## src/rtl/spi_flash_responder.sv

```systemverilog
// spi_flash_responder: SPI mode-0 flash target answering JEDEC ID (0x9F), read status (0x05),
// write enable/disable (0x06/0x04) and read data (0x03) from a synchronous byte-wide memory port.
// All SPI pins are oversampled on clk_48mhz through 2-flop synchronizers (f_sck <= clk/8).
// Optional macro FAST_READ_EN adds command 0x0B (read with 8 dummy clocks).
// Ports:
//   clk_48mhz    system clock, rising edge
//   reset        synchronous active-low reset
//   spi_cs       chip select, active low, asynchronous
//   spi_sck      SPI clock, idle low, asynchronous
//   spi_mosi     serial data in
//   spi_miso     serial data out, 0 when not driving
//   spi_miso_oe  pad tristate enable
//   busy         reported as status bit 0 (WIP)
//   mem_addr     memory read address
//   mem_rd_en    one-cycle memory read strobe
//   mem_rd_data  memory data, valid one clock after mem_rd_en
module spi_flash_responder #(
    parameter int          ADDR_WIDTH = 16,
    parameter logic [23:0] JEDEC_ID   = 24'hEF4016
) (
    input  logic                  clk_48mhz,
    input  logic                  reset,
    input  logic                  spi_cs,
    input  logic                  spi_sck,
    input  logic                  spi_mosi,
    output logic                  spi_miso,
    output logic                  spi_miso_oe,
    input  logic                  busy,
    output logic [ADDR_WIDTH-1:0] mem_addr,
    output logic                  mem_rd_en,
    input  logic [7:0]            mem_rd_data
);
`ifdef FAST_READ_EN
    typedef enum logic [2:0] {IDLE, CMD, ADDR, DATA_OUT, IGNORE, DUMMY} state_t;
`else
    typedef enum logic [2:0] {IDLE, CMD, ADDR, DATA_OUT, IGNORE} state_t;
`endif
    typedef enum logic [1:0] {SRC_ID, SRC_STAT, SRC_MEM} src_t;

    logic [2:0]            cs_q, sck_q;
    logic [1:0]            mosi_q;
    state_t                state_q, state_d;
    src_t                  src_q, src_d;
    logic [2:0]            bit_q, bit_d;
    logic [1:0]            cnt_q, cnt_d;
    logic [22:0]           rx_q, rx_d;
    logic [7:0]            cmd_q, cmd_d, sh_q, sh_d;
    logic                  miso_q, miso_d, wel_q, wel_d, extra_q, extra_d;
    logic                  rd_q, rd_d, ld_q, ld_d;
    logic [ADDR_WIDTH-1:0] addr_q, addr_d;
    logic                  cs_hi, sck_rise, sck_fall, byte_done, is_read;
    logic [7:0]            rx_byte, next_byte;

    assign cs_hi     = cs_q[1];
    assign sck_rise  = sck_q[1] & ~sck_q[2];
    assign sck_fall  = ~sck_q[1] & sck_q[2];
    assign byte_done = sck_rise && bit_q == 3'd7;
    assign rx_byte   = {rx_q[6:0], mosi_q[1]};
`ifdef FAST_READ_EN
    assign is_read   = rx_byte == 8'h03 || rx_byte == 8'h0B;
`else
    assign is_read   = rx_byte == 8'h03;
`endif
    // cnt_q doubles as the ID byte index; it saturates at 3 so 0x00 repeats after the ID
    assign next_byte = src_q == SRC_STAT ? {6'b0, wel_q, busy} :
                       cnt_q == 2'd1 ? JEDEC_ID[15:8] :
                       cnt_q == 2'd2 ? JEDEC_ID[7:0] : 8'h00;
    assign spi_miso_oe = state_q == DATA_OUT && !cs_hi;
    assign spi_miso    = spi_miso_oe & miso_q;
    assign mem_addr    = addr_q;
    assign mem_rd_en   = rd_q;

    always_ff @(posedge clk_48mhz) begin
        if (!reset) begin
            cs_q    <= 3'b111;
            sck_q   <= '0;
            mosi_q  <= '0;
            state_q <= IDLE;
            src_q   <= SRC_ID;
            bit_q   <= '0;
            cnt_q   <= '0;
            rx_q    <= '0;
            cmd_q   <= '0;
            sh_q    <= '0;
            miso_q  <= 1'b0;
            wel_q   <= 1'b0;
            extra_q <= 1'b0;
            rd_q    <= 1'b0;
            ld_q    <= 1'b0;
            addr_q  <= '0;
        end else begin
            cs_q    <= {cs_q[1:0], spi_cs};
            sck_q   <= {sck_q[1:0], spi_sck};
            mosi_q  <= {mosi_q[0], spi_mosi};
            state_q <= state_d;
            src_q   <= src_d;
            bit_q   <= bit_d;
            cnt_q   <= cnt_d;
            rx_q    <= rx_d;
            cmd_q   <= cmd_d;
            sh_q    <= sh_d;
            miso_q  <= miso_d;
            wel_q   <= wel_d;
            extra_q <= extra_d;
            rd_q    <= rd_d;
            ld_q    <= ld_d;
            addr_q  <= addr_d;
        end
    end

    always_comb begin
        state_d = state_q;
        src_d   = src_q;
        bit_d   = bit_q;
        cnt_d   = cnt_q;
        rx_d    = rx_q;
        cmd_d   = cmd_q;
        sh_d    = ld_q ? mem_rd_data : sh_q;
        miso_d  = miso_q;
        wel_d   = wel_q;
        extra_d = extra_q;
        addr_d  = addr_q;
        rd_d    = 1'b0;
        ld_d    = rd_q;
        if (cs_hi) begin
            // cs high overrides everything, including a coincident sck edge
            state_d = IDLE;
            miso_d  = 1'b0;
            if (state_q == IGNORE && !extra_q && bit_q == 3'd0 && (cmd_q == 8'h06 || cmd_q == 8'h04))
                wel_d = cmd_q == 8'h06;
        end else if (state_q == IDLE) begin
            if (cs_q[2]) begin
                state_d = CMD;
                bit_d   = '0;
            end
        end else begin
            if (sck_rise) begin
                bit_d = bit_q + 3'd1;
                rx_d  = {rx_q[21:0], mosi_q[1]};
            end
            if (state_q == IGNORE && sck_rise)
                extra_d = 1'b1;
            if (state_q == DATA_OUT && sck_fall) begin
                miso_d = sh_q[7];
                sh_d   = {sh_q[6:0], 1'b0};
            end
            if (byte_done) begin
                case (state_q)
                    CMD: begin
                        cmd_d   = rx_byte;
                        extra_d = 1'b0;
                        cnt_d   = is_read ? 2'd0 : 2'd1;
                        src_d   = rx_byte == 8'h05 ? SRC_STAT : SRC_ID;
                        sh_d    = rx_byte == 8'h05 ? {6'b0, wel_q, busy} : JEDEC_ID[23:16];
                        state_d = rx_byte == 8'h9F || rx_byte == 8'h05 ? DATA_OUT : is_read ? ADDR : IGNORE;
                    end
                    ADDR: begin
                        cnt_d = cnt_q + 2'd1;
                        if (cnt_q == 2'd2) begin
                            addr_d  = ADDR_WIDTH'({rx_q, mosi_q[1]});
                            state_d = DATA_OUT;
                            src_d   = SRC_MEM;
                            rd_d    = 1'b1;
`ifdef FAST_READ_EN
                            if (cmd_q == 8'h0B) begin
                                state_d = DUMMY;
                                rd_d    = 1'b0;
                            end
`endif
                        end
                    end
`ifdef FAST_READ_EN
                    DUMMY: begin
                        state_d = DATA_OUT;
                        rd_d    = 1'b1;
                    end
`endif
                    DATA_OUT: begin
                        // memory source prefetches the next byte; ID/status load directly
                        if (src_q == SRC_MEM) begin
                            addr_d = addr_q + ADDR_WIDTH'(1);
                            rd_d   = 1'b1;
                        end else begin
                            sh_d  = next_byte;
                            cnt_d = cnt_q == 2'd3 ? cnt_q : cnt_q + 2'd1;
                        end
                    end
                    default: ;
                endcase
            end
        end
    end
endmodule

```

## config.mk

```make
export PLATFORM = sky130hd
export DESIGN_NAME = spi_flash_responder
export DESIGN_NICKNAME = d
export VERILOG_FILES = /design/src/rtl/spi_flash_responder.sv
export SDC_FILE = /design/constraint.sdc
export NUM_CORES = 1
export LEC_CHECK = 0
export ABC_CLOCK_PERIOD_IN_PS = 2500
export CAP_MARGIN = 15
export CORE_ASPECT_RATIO = 1.25
export CORE_UTILIZATION = 36
export CTS_BUF_LIST = sky130_fd_sc_hd__clkbuf_2
export CTS_CLUSTER_DIAMETER = 150
export DETAILED_ROUTE_END_ITERATION = 12
export GPL_TIMING_DRIVEN = 1
export PLACE_DENSITY = 0.56
export REMOVE_ABC_BUFFERS = 1
export SKIP_LAST_GASP = 1
export SLEW_MARGIN = 20
export SYNTH_ARGS = -nofsm -noshare
export SYNTH_HDL_FRONTEND = slang
export SYNTH_SLANG_ARGS = --single-unit
export TNS_END_PERCENT = 100
```

## constraint.sdc

```tcl
create_clock -name clk_48mhz -period 2.5 [get_ports clk_48mhz]
set_clock_uncertainty 0.05 [all_clocks]
set_input_delay 0.5 -clock clk_48mhz [delete_from_list [all_inputs] [get_ports clk_48mhz]]
set_output_delay 0.5 -clock clk_48mhz [all_outputs]
set_load 0.05 [all_outputs]
```

* Yosys cells after proc, flatten, opt, wreduce, memory -nomap -nowiden
Cells that the tools add are included.
Cells by class: add/subtract/negate cells 3, multiply operators 0, div/mod/pow operators 0, $lt $le $gt $ge 0, equal/unequal tests 21, shifts and indexed selects 0, multiplexer cells 37, bitwise operators 9, reduce and logical (&&, ||, !) cells 31
Operators by type and width (count):
- 2-to-1 mux 8 bit | 7
- 2-to-1 mux 16 bit | 2
- case mux 16 bit (2 select lines) | 1
- 2-to-1 mux 3 bit | 9
- == test 8 x 3 -> 1 bit, second input constant | 3
- adder 16 x 1 -> 16 bit, second input constant | 1
- case mux 8 bit (2 select lines) | 1
- 2-to-1 mux 7 bit | 2
- AND reduction 6 bit | 2
- == test 8 x 2 -> 1 bit, second input constant | 1
- == test 8 bit, second input constant | 1
- != test 2 bit, second input constant | 4
- AND reduction 4 bit | 2
- nonzero test 2 bit | 4
- logical AND 1 bit | 7
- 2-to-1 mux 1 bit | 7
- == test 2 bit, second input constant | 3
- == test 3 x 2 -> 1 bit, second input constant | 2
- == test 3 bit, second input constant | 2
- zero test 3 bit | 2
- 2-to-1 mux 2 bit | 3
- NOT 1 bit | 6
- case mux 2 bit (3 select lines) | 1
- case mux 3 bit (2 select lines) | 1
- 18 further kinds | 27
Storage, ports and cells: register bits after elaboration 70, latch bits 0, RAM bits 0, bits in read-only memories 0, bits of input ports 14, output and inout bits 19, logic and storage cells 117, memories 0

* Logic depth before layout (Yosys ltp)
Gate-level depths: netlist (run 1).
depth in word-level cells 9, gate-level depth with buffers 8, depth with buffers taken out 7

* Worst setup path after synthesis (run 1)
No wires, ideal clock.
kind reg-to-output, start register state_q[2], end output port spi_miso, arrival time 2.185 ns, data required time 1.950 ns, slack -0.235 ns, stages on the path, launching flop included 7, buffers on the path 3, path through dfxtp_1 > buf_2 > nand3b_4 > buf_2 > buf_2 > nor2_1 > and2_1
On the way: cells in the longest elaborated chain, start to end 3
Ends and longest elaborated chain:
- from (decl) | line 42 | state_t state_q, state_d;
- from (signal assigned) | line 95 | state_q <= state_d;
- == test 3 x 2 -> 1 bit | line 68 | assign spi_miso_oe = state_q == DATA_OUT && !cs_hi;
- logical AND 1 bit | line 68
- named net spi_miso_oe | line 27 | output logic spi_miso_oe,
- bitwise AND 1 bit | line 69 | assign spi_miso = spi_miso_oe & miso_q;
- to (decl) | line 26 | output logic spi_miso,
The timed path passes the listed nets, and every way through them passes these cells.

* Final worst setup path (run 1)
start register addr_q[3] (netlist: mem_addr[3]), end output port mem_addr[3]
RTL lines:
- from (decl) | line 50 | logic [ADDR_WIDTH-1:0] addr_q, addr_d;
- from (signal assigned) | line 107 | addr_q <= addr_d;
- to (decl) | line 29 | output logic [ADDR_WIDTH-1:0] mem_addr,
No word-level cell between the ends.

==> results of run 1 <==
[area by class of cell]
cell class,count,area [µm²]
fill,980,5240
clock buffer,9,45.0
sequential,70,1400
multi-input combinational,284,1880
inverter,9,33.8
tap,123,154
clock inverter,5,18.8
timing repair buffer,39,400
[Yosys cell counts, types with 2 or more instances]
| cell type | number |
|---|---|
| nor3b_1 | 3 |
| nor4_1 | 6 |
| a2bb2oi_1 | 2 |
| nand2b_1 | 5 |
| nand4_1 | 4 |
| mux2i_1 | 35 |
| dfxtp_1 | 70 |
| nor3_1 | 10 |
| and3_1 | 3 |
| buf_6 | 3 |
| a21oi_1 | 18 |
| o31ai_1 | 2 |
| and2_1 | 12 |
| clkbuf_1 | 8 |
| nand3_1 | 13 |
| nor2_1 | 51 |
| ha_1 | 7 |
| nor2b_1 | 3 |
| a22oi_1 | 8 |
| o22ai_1 | 6 |
| a31oi_1 | 4 |
| o21ai_0 | 22 |
| nand3b_1 | 3 |
| nand2_1 | 26 |
| inv_1 | 8 |
| a22o_1 | 4 |
| or3_1 | 4 |
| nand3b_4 | 2 |
| and3b_1 | 2 |
| a21o_1 | 3 |
| buf_4 | 2 |
| mux2_2 | 2 |
| buf_2 | 8 |
| or2_2 | 2 |
| a32o_1 | 2 |
| nor3_2 | 3 |
[stage by stage]
step                      setup TNS (ps)  hold slack [ps]
after global placement                 0              343
after detailed placement               0              343
after floorplan                     -217              336
final                                  0              378
after global routing               -15.7              416
after CTS                              0              380
[metal layers]
metal	wire, µm	vias to the layer above
met3	344	17
met5	0	-
met2	4070	71
li1	-	1437
met1	3830	1348
met4	232	0
[power breakdown]
group	total (µW)	switching [µW]	leakage, µW	internal (µW)
registers	1130	7.33	0.000566	1120
clock network	492	388	0.0000452	104
logic	56.2	27.8	0.000825	28.3
total	1680	423	0.00144	1260
[state kept, by name, indices dropped and copies added (netlist names)]
name / count
bit_q: 3
cmd_q: 8
cnt_q: 2
cs_q: 3
extra_q: 1
ld_q: 1
mem_addr: 16
mem_rd_en: 1
miso_q: 1
mosi_q: 2
rx_q: 15
sck_q: 3
sh_q: 8
src_q: 2
state_q: 3
wel_q: 1
[worst register-to-register path, delay by kind of cell (launching register included)]
family	cells	cell delay [ps]
AO/OA/AOI/OAI	2	750
adder cells (fa/ha/maj)	1	290
buffers and inverters	1	70
flip-flops	1	380
AND/OR/NAND/NOR	2	460
[worst min path at each step]
| stage | to | cells past startpoint |
|---|---|---|
| finish | cs_q[1]$_SDFF_PN1_ | 1 |
| global route | cs_q[1]$_SDFF_PN1_ | 1 |
| CTS | cs_q[1]$_SDFF_PN1_ | 1 |
| detailed placement | cs_q[1]$_SDFF_PN1_ | 1 |
| global placement | cs_q[1]$_SDFF_PN1_ | 1 |
| floorplan | cs_q[1]$_SDFF_PN1_ | 1 |
[cells by family (layout without fill, tap and decap cells)]
family | Yosys count | after routing | synth area share (%)
buffers and inverters | 30 | 62 | 4.45
DFF | 70 | 70 | 40.9
adders and majority gates | 7 | 7 | 2.55
muxes | 37 | 37 | 10.9
AOI/OAI and AO/OA | 82 | 82 | 16.1
and+or+nand+nor | 158 | 158 | 25.1
[repair_timing]
item | 4_1_cts | 5_1_grt
resized for setup | 4 | 5
setup endpoints to repair | 3 | 5
hold buffers | 0 | 0
==> summary.txt, run 1 <==
STA
------------------------------------------------------------------------------------------------------
Top achievable clock speed                                                                     416 MHz
Final-report hold violation count                                                                    0
Headroom to the max-slew limit                                                                   59.1%
Number of failing setup endpoints in the final timing report                                         0
Final setup slack of the worst path                                                            96.2 ps
Post-route minimum period                                                                      2400 ps
Final Slew Violations                                                                                0
Unrepaired setup endpoints after global routing                                                    yes
Post-route fraction of the period consumed by the critical path                                  96.2%
Least-Margin Pin Slew                                                                           607 ps

GLOBAL ROUTING
------------------------------------------------------------------------------------------------------
GRT met3 Usage                                                                                   3.87%
Remaining global-route overflow                                                                      0
Global-route met2 utilization                                                                    30.2%
Via count of the first global-routing pass                                                        2842
Layer carrying the most global-route usage                                                        met2
Initial antenna violation count                                                                      0
Largest net degree at the start of global routing                                                   43
Met1 layer usage reported by global route                                                        22.8%
Wire length of the first global-routing pass                                                   14.0 mm
Tot GR Track Use                                                                                 18.6%

PLACE
------------------------------------------------------------------------------------------------------
I/O Buffers                                                                                         32
Placer's final routability congestion estimate                                                   0.841
Minimum setup slack after placement                                                             433 ps
Placed cell areas                                                                             3860 µm²
Placed insts                                                                                       525
Detailed Place HPWL                                                                            5.80 mm

SYNTHESIS
------------------------------------------------------------------------------------------------------
Average cell area after synthesis                                                             8.93 µm²
Yosys warning count                                                                                  0
Yosys top cell area share                                                                        40.9%
Cell count after synthesis                                                                         384
Post-synth design cell area                                                                   3430 µm²
Unique masters post-synth                                                                           54
Dominant register cell in the synthesized netlist                                              dfxtp_1
Ys async rst share                                                                                  0%
Ranking of synthesized cells by area                                                      dfxtp_1, mux2i_1, nor2_1, o21ai_0, nand2_1
Share of the yosys chip area belonging to registers                                              40.9%
Cell taking the most area after synthesis                                                      dfxtp_1
Post-synth EDFFs                                                                                     0
FF+latch count, synth                                                                               70

CRITICAL PATH
------------------------------------------------------------------------------------------------------
Worst Setup Path Type                                                                     register to output pin
Destination of the worst register-to-register timing path                                 mem_addr[0]$_SDFFE_PN0P_
Crit-path leading delay family                                                            buffers and inverters
Worst stage delay on the critical path                                                          840 ps
Startpoint type of the worst setup path                                                       register
Crit-path max FO                                                                                     6
Depth of the most critical reg-to-reg path                                                           6
Bufs and invs on worst path                                                                          1
Critical-path cell list                                                                   clkdlybuf4s50_1
Critical path destination                                                                  mem_addr[3]
Worst reg2reg startpoint                                                                  cnt_q[0]$_SDFFE_PN0P_
Setup crit end kind                                                                         output pin
Worst-path cell with the longest stage delay                                              clkdlybuf4s50_1
Flop-to-flop setup slack                                                                        430 ps
WP data arrival                                                                                1850 ps
Launching element of the worst setup path                                                 mem_addr[3]$_SDFFE_PN0P_
Crit path depth                                                                                      1
Required @ worst endpoint                                                                      1950 ps

CLOCK TREE
------------------------------------------------------------------------------------------------------
Maximum level of the CTS H-tree                                                                      3
CTS tree                                                                                          done
Buffers inserted by post-CTS timing repair                                                           0
TritonCTS sink count                                                                                70
Library cell used as clock root buffer                                                        clkbuf_2
CTS buffer count                                                                                     9
Clock tree buffer depth                                                                              2
Insertion delay of the later-clocked pin in the worst-skew pair                                 550 ps
Clock transition at the register clock pins on the worst setup and hold paths after CTS         170 ps

FLOORPLANNING
------------------------------------------------------------------------------------------------------
Top-level I/O count                                                                                 33
Count of standard-cell rows                                                                         39
Die Area                                                                                      9920 µm²
Core footprint                                                                                9170 µm²
Chip width                                                                                     89.3 µm
Die height                                                                                      111 µm
Initial cell density of the core                                                                 37.4%

FINISH
------------------------------------------------------------------------------------------------------
Area added between synthesis and finish                                                          14.7%
Diode count                                                                                          0
Fin nets                                                                                           434
Share of the core filled with cells                                                              42.9%
Layout cells sized above 1                                                                       8.89%
Layout Cells excl Fill                                                                             539
Most common cell after layout, fill and taps aside                                             dfxtp_1
Post-layout instance area                                                                     3930 µm²
Most used cells in the layout excluding fill and tap cells                                dfxtp_1, nor2_1, mux2i_1

ROUTING
------------------------------------------------------------------------------------------------------
DRT antenna net count                                                                                0
Drt total wl                                                                                   8.48 mm
Total number of vias                                                                              2873
Via density per instance                                                                          5.33
DRC errors left                                                                                      0
Mean routed wirelength per cell                                                                15.7 µm
Iter 0 DRT Violations                                                                              103
First drt pass iteration count                                                                       4

MIN PATH
------------------------------------------------------------------------------------------------------
Origin of the worst min-delay path                                                        cs_q[0]$_SDFF_PN1_
Worst min-delay path class                                                                register to register

PWR
------------------------------------------------------------------------------------------------------
Total power draw                                                                               1680 µW
Power density normalized to cell area                                                       427 nW/µm²
Worst vdd rail ir drop                                                                        0.259 mV
Static leakage                                                                              0.00144 µW

FLOW RUN
------------------------------------------------------------------------------------------------------
Max_cap viols                                                                                        0

RUN STATUS
------------------------------------------------------------------------------------------------------
Status                                                                                    finished, final reports clean

No activity file was read; power rests on OpenSTA's default activity.
==> run 2: changes to the inputs <==
ABC_AREA = 1   (was unset)
CORE_MARGIN = 5   (was unset)
==> summary.txt, run 2 <==
FINISH
------------------------------------------------------------------------------------------------------
Layout cells sized above 1                                                                       8.55%   -0.35 points
Share of the core filled with cells                                                              43.6%   +0.73 points
Layout Cells excl Fill                                                                             711   +32%
Max FFs per register                                                                                16   unchanged
Area added between synthesis and finish                                                          17.7%
Most common cell after layout, fill and taps aside                                             nand2_1
Fin nets                                                                                           602   +39%
Most used cells in the layout excluding fill and tap cells                                nand2_1, nor2_1, dfxtp_1
Diode count                                                                                          0   unchanged

FLOORPLANNING
------------------------------------------------------------------------------------------------------
Die height                                                                                      122 µm   +9.6%
Count of standard-cell rows                                                                         40   +2.6%
Initial cell density of the core                                                                 37.1%   -0.32 points
Core footprint                                                                                9710 µm²   +5.8%
Die Area                                                                                     12100 µm²   +22%
Chip width                                                                                     99.4 µm   +11%
Top-level I/O count                                                                                 33   unchanged

SYNTHESIS
------------------------------------------------------------------------------------------------------
Share of the yosys chip area belonging to registers                                              38.9%   -1.9 points
Ranking of synthesized cells by area                                                      dfxtp_1, nand2_1, nor2_1, o21ai_0, inv_1
Post-synth EDFFs                                                                                     0   unchanged
Most common library cells after synthesis                                                 nand2_1, nor2_1, dfxtp_1
Yosys top cell area share                                                                        38.9%   -1.9 points
FF+latch count, synth                                                                               70   unchanged
Cell count after synthesis                                                                         548   +43%
Ys async rst share                                                                                  0%   unchanged
Dominant register cell in the synthesized netlist                                              dfxtp_1
Unique masters post-synth                                                                           31   -43%
Cell with the most instances after synthesis                                                   nand2_1
Post-synth design cell area                                                                   3600 µm²   +4.9%
Yosys warning count                                                                                  0   unchanged
Average cell area after synthesis                                                             6.57 µm²   -26%
Cell taking the most area after synthesis                                                      dfxtp_1

PWR
------------------------------------------------------------------------------------------------------
Power density normalized to cell area                                                       478 nW/µm²   +12%
Total power draw                                                                               2020 µW   +21%
Worst vdd rail ir drop                                                                        0.215 mV   -17%
Static leakage                                                                              0.00188 µW   +31%

ROUTING
------------------------------------------------------------------------------------------------------
Total number of vias                                                                              3474   +21%
Drt total wl                                                                                   9.35 mm   +10%
Mean routed wirelength per cell                                                                13.2 µm   -16%
DRT antenna net count                                                                                0   unchanged
DRC errors left                                                                                      0   unchanged
First drt pass iteration count                                                                       4   unchanged
Via density per instance                                                                          4.89   -8.3%
Iter 0 DRT Violations                                                                              144   +40%

CRITICAL PATH
------------------------------------------------------------------------------------------------------
Worst stage delay on the critical path                                                          850 ps   about the same
Startpoint type of the worst setup path                                                       register
Required @ worst endpoint                                                                      1950 ps   about the same
WP data arrival                                                                                1860 ps   about the same
Worst-path cell with the longest stage delay                                              clkdlybuf4s50_1
Bufs and invs on worst path                                                                          1   unchanged
Crit-path leading delay family                                                            buffers and inverters
Critical-path cell list                                                                   clkdlybuf4s50_1
Worst Setup Path Type                                                                     register to output pin
Crit-path max FO                                                                                     6   unchanged
Setup crit end kind                                                                         output pin

CLOCK TREE
------------------------------------------------------------------------------------------------------
TritonCTS sink count                                                                                70   unchanged
CTS Hold Bufs                                                                                        0   unchanged
Library cell used as clock root buffer                                                        clkbuf_2
CTS buffer count                                                                                     9   unchanged
Clock transition at the register clock pins on the worst setup and hold paths after CTS         180 ps   about the same
Maximum level of the CTS H-tree                                                                      3   unchanged
Insertion delay of the later-clocked pin in the worst-skew pair                                 540 ps   about the same
CTS tree                                                                                          done
Clock tree buffer depth                                                                              2   unchanged

STA
------------------------------------------------------------------------------------------------------
Post-route minimum period                                                                      2410 ps   +7.19 ps
Least-Margin Pin Slew                                                                           625 ps   +18.0 ps
Post-route fraction of the period consumed by the critical path                                  96.4%   +0.29 points
Headroom to the max-slew limit                                                                   58.3%   -0.87 points
Final-report hold violation count                                                                    0   unchanged
Top achievable clock speed                                                                     415 MHz   -0.30%
Unrepaired setup endpoints after global routing                                                     no
Post-route setup TNS                                                                              0 ps   unchanged
Number of failing setup endpoints in the final timing report                                         0   unchanged
Final Slew Violations                                                                                0   unchanged

GLOBAL ROUTING
------------------------------------------------------------------------------------------------------
Initial antenna violation count                                                                      0   unchanged
Tot GR Track Use                                                                                 16.4%   -2.2 points
Wire length of the first global-routing pass                                                   15.9 mm   +13%
Remaining global-route overflow                                                                      0   unchanged
Via count of the first global-routing pass                                                        3439   +21%
Largest net degree at the start of global routing                                                   47   +9.3%

FLOW RUN
------------------------------------------------------------------------------------------------------
Max_cap viols                                                                                        0   unchanged

PLACE
------------------------------------------------------------------------------------------------------
Detailed Place HPWL                                                                            6.79 mm   +17%
Placer's final routability congestion estimate                                                   0.870   +3.4%
Placed insts                                                                                       695   +32%
I/O Buffers                                                                                         32   unchanged

MIN PATH
------------------------------------------------------------------------------------------------------
Worst min-delay path class                                                                register to register

RUN STATUS
------------------------------------------------------------------------------------------------------
Status                                                                                    finished, final reports clean

run 2: changes by cell type after synthesis, sizes merged, moves of 6 or more:
cell and change:
nand2 +109, inv +61, o21ai +41, mux2i -35, nor2 +35, a21oi +23, nand3 +16, and2 -12
a22oi -8, buf -7, nand2b -6, nor3 -6, o22ai -6
run 2: kinds of logic after synthesis:
family | after synthesis | share of synthesized area (%)
xor gates and xnor gates | 3 | 0.730
AOI/OAI and AO/OA | 110 | 15.5
and+or+nand+nor | 273 | 32.9
buffers and inverters | 84 | 9.18
adders and majority gates | 7 | 2.43
DFF | 70 | 38.9
muxes | 1 | 0.313
run 2: path summary, 6_finish.rpt:
| check | start | to | slack, ps | cells past startpoint |
|---|---|---|---|---|
| worst max-delay path | mem_addr[12]$_SDFFE_PN0P_ | mem_addr[12] | 90 | 1 |
| worst max register to register | bit_q[1]$_SDFFE_PN0P_ | mem_addr[11]$_SDFFE_PN0P_ | 460 | 10 |
| worst min-delay path | mosi_q[0]$_SDFF_PN0_ | mosi_q[1]$_SDFF_PN0_ | 380 | 2 |
| worst min register to register | mosi_q[0]$_SDFF_PN0_ | mosi_q[1]$_SDFF_PN0_ | 380 | 2 |
run 2: metrics by stage:
step	hold slack, ps	area, µm²	setup WS (ps)
floorplan	340	3530	441
global placement	347	4060	546
detailed placement	345	4060	536
CTS	377	4210	9.57
global route	389	4230	2.53
finish	377	4230	89.0
run 2: cell type report:
class / instances / area [µm²]
tap: 126 / 158
clock inverter: 5 / 98.8
multi-input combinational: 394 / 1870
sequential: 70 / 1400
timing repair buffer: 37 / 400
clock buffer: 10 / 50.0
fill: 1041 / 5480
inverter: 69 / 259
run 2: where the power goes:
part / internal [µW] / switching, µW
clock network: 425 / 406
logic: 28.5 / 35.4
registers: 1120 / 4.63
run 2: worst min-delay path, stage by stage, from the launching register on:
cell and delay (ps):
dfxtp_1 330, nand2_1 50, inv_1 30
run 2: timing repair:
action / 4_1_cts / 5_1_grt
endpoints found under the setup margin: 1 / 9
pin swaps: 1 / 0
setup buffers: 1 / 0
gates resized for setup: 0 / 9
hold endpoints to repair: 0 / 0
run 2: layer usage:
layer | global-route usage [%] | share of wire (%) | up-vias | wire length, µm
li1 | - | - | 1816 | -
met1 | 18.7 | 43 | 1550 | 3980
met2 | 28.3 | 50 | 84 | 4630
met3 | 3.44 | 5.0 | 24 | 463
met4 | 9.22 | 2.9 | 0 | 274
met5 | 0 | 0 | - | 0
